File: config.mk
export PLATFORM = sky130hd
export DESIGN_NAME = tick_to_level
export DESIGN_NICKNAME = d
export VERILOG_FILES = /design/src/rtl/tick_level_pkg.sv /design/src/rtl/sat_updown_counter.sv /design/src/rtl/tick_to_level.sv
export SDC_FILE = /design/constraint.sdc
export NUM_CORES = 1
export LEC_CHECK = 0
export BUFFER_PORTS_ARGS = -buffer_cell sky130_fd_sc_hd__buf_2
export CAP_MARGIN = 20
export CORE_AREA = 2 2 39 41
export CTS_BUF_LIST = sky130_fd_sc_hd__clkbuf_2 sky130_fd_sc_hd__clkbuf_4 sky130_fd_sc_hd__clkbuf_8
export DETAILED_ROUTE_END_ITERATION = 8
export DIE_AREA = 0 0 41 43
export PLACE_DENSITY = 0.53
export SETUP_SLACK_MARGIN = 0.4
export SYNTH_ARGS = -nofsm -noshare
export SYNTH_HDL_FRONTEND = slang
export SYNTH_SLANG_ARGS = --single-unit
File: constraint.sdc
create_clock -name clk -period 1.18 [get_ports clk]
set_clock_uncertainty 0.1 [all_clocks]
set_input_delay 0.118 -clock clk [delete_from_list [all_inputs] [get_ports clk]]
set_output_delay 0.118 -clock clk [all_outputs]
set_load 0.01 [all_outputs]
File: src/rtl/tick_level_pkg.sv
// tick_level_pkg: shared state encodings and a constant clog2 helper for tick_to_level
package tick_level_pkg;

    localparam int ST_W = 2;

    localparam logic [ST_W-1:0] ST_IDLE = 2'd0;
    localparam logic [ST_W-1:0] ST_HIGH = 2'd1;
    localparam logic [ST_W-1:0] ST_LOW  = 2'd2;

    function automatic int clog2(input int v);
        int r;
        r = 0;
        while ((1 << r) < v) r++;
        return r;
    endfunction

endpackage

File: src/rtl/sat_updown_counter.sv
// sat_updown_counter: up/down counter that holds at all-ones and at zero; inc and dec together cancel
module sat_updown_counter #(
    parameter int W = 3
) (
    input  logic         clk,
    input  logic         reset,
    input  logic         inc,
    input  logic         dec,
    output logic [W-1:0] count,
    output logic         sat_hit
);

    assign sat_hit = &count;

    // count moves only when exactly one of inc/dec is asserted and the limit allows it
    always_ff @(posedge clk or posedge reset) begin
        if (reset)
            count <= '0;
        else if (inc && !dec && !sat_hit)
            count <= count + 1'b1;
        else if (dec && !inc && count != '0)
            count <= count - 1'b1;
    end

endmodule

File: src/rtl/tick_to_level.sv
// tick_to_level: stretches single-cycle ticks into HIGH_CYCLES pulses with a LOW_CYCLES gap; define TICK_TO_LEVEL_QUEUE_EN to queue busy ticks
module tick_to_level
    import tick_level_pkg::*;
#(
    parameter int HIGH_CYCLES = 4,
    parameter int LOW_CYCLES  = 2,
    parameter int PEND_W      = 3
) (
    input  logic clk,
    input  logic reset,
    input  logic tick,
    output logic level,
    output logic busy,
    output logic drop
);

    localparam int MAX_C  = (HIGH_CYCLES > LOW_CYCLES) ? HIGH_CYCLES : LOW_CYCLES;
    localparam int CW_RAW = clog2(MAX_C);
    localparam int CW     = (CW_RAW < 1) ? 1 : CW_RAW;
    localparam logic [CW-1:0] H_LOAD = CW'(HIGH_CYCLES - 1);
    localparam logic [CW-1:0] L_LOAD = CW'(LOW_CYCLES - 1);

    if (HIGH_CYCLES < 1 || LOW_CYCLES < 1 || PEND_W < 1) begin : g_bad_params
        $error("tick_to_level: HIGH_CYCLES, LOW_CYCLES and PEND_W must all be >= 1");
    end

    logic [ST_W-1:0] state;
    logic [ST_W-1:0] state_n;
    logic [CW-1:0]   cnt;
    logic [CW-1:0]   cnt_n;
    logic            low_exit;
    logic            busy_tick;
    logic            pend_go;
    logic            drop_n;

    // the final LOW cycle is the one point where a new pulse may start while busy
    assign low_exit  = (state == ST_LOW) && (cnt == '0);
    assign busy_tick = tick && ((state == ST_HIGH) || ((state == ST_LOW) && !low_exit));

`ifdef TICK_TO_LEVEL_QUEUE_EN
    logic [PEND_W-1:0] pend;
    logic              pend_full;
    logic              pend_inc;
    logic              pend_dec;

    assign pend_go  = (pend != '0);
    assign pend_inc = busy_tick && !pend_full;
    assign pend_dec = low_exit && pend_go && !tick;
    assign drop_n   = busy_tick && pend_full;

    sat_updown_counter #(.W(PEND_W)) u_pend (
        .clk    (clk),
        .reset  (reset),
        .inc    (pend_inc),
        .dec    (pend_dec),
        .count  (pend),
        .sat_hit(pend_full)
    );
`else
    assign pend_go = 1'b0;
    assign drop_n  = busy_tick;
`endif

    // next-state and down-counter reload; the illegal encoding falls back to IDLE
    always_comb begin
        state_n = ST_IDLE;
        cnt_n   = cnt;
        case (state)
            ST_IDLE: begin
                state_n = tick ? ST_HIGH : ST_IDLE;
                cnt_n   = tick ? H_LOAD : cnt;
            end
            ST_HIGH: begin
                state_n = (cnt == '0) ? ST_LOW : ST_HIGH;
                cnt_n   = (cnt == '0) ? L_LOAD : cnt - 1'b1;
            end
            ST_LOW: begin
                state_n = !low_exit ? ST_LOW : (tick || pend_go) ? ST_HIGH : ST_IDLE;
                cnt_n   = !low_exit ? cnt - 1'b1 : (tick || pend_go) ? H_LOAD : '0;
            end
            default: begin
                state_n = ST_IDLE;
                cnt_n   = '0;
            end
        endcase
    end

    // state, counter and Moore outputs all register together so the outputs never glitch
    always_ff @(posedge clk or posedge reset) begin
        if (reset) begin
            state <= ST_IDLE;
            cnt   <= '0;
            level <= 1'b0;
            busy  <= 1'b0;
            drop  <= 1'b0;
        end else begin
            state <= state_n;
            cnt   <= cnt_n;
            level <= (state_n == ST_HIGH);
            busy  <= (state_n != ST_IDLE);
            drop  <= drop_n;
        end
    end

endmodule

==> metrics <==
failing checks=setup timing; WL per Instance=11.95 um; largest family of logic cells by synthesized area=simple AND/OR/NAND/NOR gates; min-delay worst type=input pin to register; run status=finished with violations; Sw Share=35.40%; Worst-Skew Late Latency=0.25 ns; Pins Over Slew Limit=0; combinational power share=54.0%; total track usage=10.67%; worst vdd ir=0.0008009 V; MaxCap Viol Count=0; Slowest-stage cell, CP=dfrtp_1; Vias=307; count of state elements after synthesis=7; Fin. Hold Viols=0; dpl cells=60; RSZ-0062 raised after global routing=yes; Final ANT Viol Nets=0; initial core utilization=25.14%; warnings from Yosys=0; # fillers=141; Core Footprint=1384 um^2; Crit. End Element=register; minimum clock period=1.223 ns; Syn Inst Count=34; commonest non-fill, non-tap cell in the layout=dfrtp_1; Finished Layout Cells=66; Clock transition at path regs=0.05 ns; post-synthesis compound-gate area fraction=14.39%; CTS Root Cell=clkbuf_4; Detailed Place HPWL=540.6 um; ANT cells=0; IO Pins=6; Die Y-Extent=43 um; CP max stage delay=0.40 ns; crit-path cells=inv_2, ha_4, nand2b_4, nor2b_1, mux2i_1; WHS Path Cells=2; grt ovf=0; GP Congestion=0.7083; H-tree depth=1; via density per instance=4.652; WP buf/inv=1; Critical Path RT=1.20 ns; # setup viols final=6; Reg power frac=30.3%; synthesized cell area=347.8 um^2; Critical Path AT=1.24 ns; leakage power=0.2457 nW; layout cells sized above 1=48.00%; worst relative slew slack=78.02%; Max Freq=817.5 MHz; total CTS buffers=3; final wirelength=789 um; Top delay family on crit path=flip-flops; Seq. cell area=175.2 um^2; PortBufs=5; Clock power frac=15.8%; Max FO, Critical Path=6; CTS tree=built; Synth Area in Simple Gates=16.91%; drt pass-1 iters=2; Tcrit/Tclk final=103.7%; xor-xnor portion of the synthesized cell area=0%; final worst setup slack=-0.04330 ns; Final Util=38.52%; nets=56; vias in the first global route=287; Clock Sinks=7; post-synthesis mux area share=5.755%; drt first-iter violations=3; switching power=0.5404 mW; die area=1763 um^2; pin count of the biggest net entering global routing=9; area overhead of the layout relative to synthesis=53.24%; PwrDens=2864 nW/um^2; syn nets=39; DR DRC count=0; initial antenna violation count=0; crit path kind=register to register; library cells used by synthesis=18; worst-case clock buffer depth=2; DIE WIDTH=41 um; post-synthesis adder-cell area fraction=7.194%; number of cells on the critical path=5; area of the multi-input gates=198.9 um^2; Seq/Total Area, Yosys=50.36%; row count=14; Int Pwr=0.9861 mW; Worst Reg-to-Reg Cells=5; Syn Area/Cell=10.23 um^2; most frequent cells in the layout=dfrtp_1, buf_4, clkbuf_4, buf_2, nor2b_1; first-pass GRT wire length=1.235 mm; Critical Path Source Type=register; Worst-Margin Slew=0.3297 ns
## stage by stage
step                hold slack (ns)  power [mW]  cell area, um^2  TNS (ns)  setup slack, ns
floorplan                   -0.1786      0.8533            367.9         0          0.03591
global placement           -0.04711       1.102            450.4  -0.02822         -0.02822
detailed placement         -0.03746       1.112            450.4  -0.05542         -0.03799
CTS                         0.09361       1.391            495.5   -0.1246         -0.04012
global route                 0.1345       1.657            533.0   -0.6146          -0.1063
finish                       0.1105       1.526            533.0   -0.1766         -0.04330
## path summary, 6_finish.rpt
| check | start | to | slack (ns) |
|---|---|---|---|
| max in group asynchronous | reset | state[0] | 0.53 |
| hold reg to reg | state[1] | busy | 0.60 |
| hold / removal | tick | drop | 0.11 |
| setup / recovery | cnt[0] | busy | -0.04 |
| setup reg to reg | cnt[0] | busy | -0.04 |
| min in group asynchronous | reset | busy | 0.24 |
## routing by layer
layer / part of all wire [%] / track usage, % / vias up
met5: 0 / 0 / -
met4: 1.8 / 10.00 / 0
met3: 2.3 / 0 / 2
met2: 52 / 14.37 / 6
met1: 44 / 14.61 / 151
li1: - / - / 148
## cells by family after synthesis
| group | after synthesis |
|---|---|
| mux | 2 |
| flops | 7 |
| buf+inv | 4 |
| compound gates | 8 |
| simple gates | 11 |
| fa+ha+maj | 2 |
## timing repair
| item | CTS | global route |
|---|---|---|
| pin swaps | 2 | 2 |
| cloned | 0 | 0 |
| resized for setup | 1 | 6 |
| hold buffers | 1 | 0 |
| hold endpoints to repair | 7 | 0 |
| setup buffers | 0 | 1 |
| endpoints found under the setup margin | 10 | 10 |
## registers in the layout (all words and copies together), names as in the netlist
register / count
state: 2
drop: 1
cnt: 2
level: 1
busy: 1
## cells in the mapped netlist
master	n	share of area (%)
a21oi_1	3	4.3
and2_1	1	1.8
buf_4	1	2.2
dfrtp_1	7	50
ha_1	2	7.2
inv_1	3	3.2
mux2i_1	2	5.8
nand2_1	2	2.2
nand2b_1	1	1.8
nor2_1	2	2.2
nor2b_1	3	5.4
nor3_1	1	1.4
nor3b_1	1	2.2
o21ai_0	1	1.4
o21ai_1	1	1.4
o22ai_1	1	1.8
o311a_1	1	2.9
o32ai_1	1	2.5
## power by group through the flow
| stage | Combinational [mW] | Clock (mW) | Sequential (mW) |
|---|---|---|---|
| 6_report | 0.824 | 0.241 | 0.462 |
| 5_1_grt | 0.914 | 0.265 | 0.477 |
| 4_1_cts | 0.682 | 0.252 | 0.458 |
| 3_5_place_dp | 0.653 | 0 | 0.459 |
| 3_3_place_gp | 0.651 | 0 | 0.451 |
| 2_1_floorplan | 0.408 | 0 | 0.446 |
## worst register-to-register path: stages (launching register included)
cell and delay, ns:
dfrtp_1 0.40, inv_2 0.08, ha_4 0.17, nand2b_4 0.14, nor2b_1 0.13, mux2i_1 0.07
## cell type report
class | instances | share of cell area, %
multi-input combinational | 23 | 37.32
timing repair buffer | 13 | 18.31
inverter | 3 | 2.113
sequential | 7 | 32.86
clock buffer | 4 | 5.634
tap | 16 | 3.756
(Power assumes the default switching activity.)
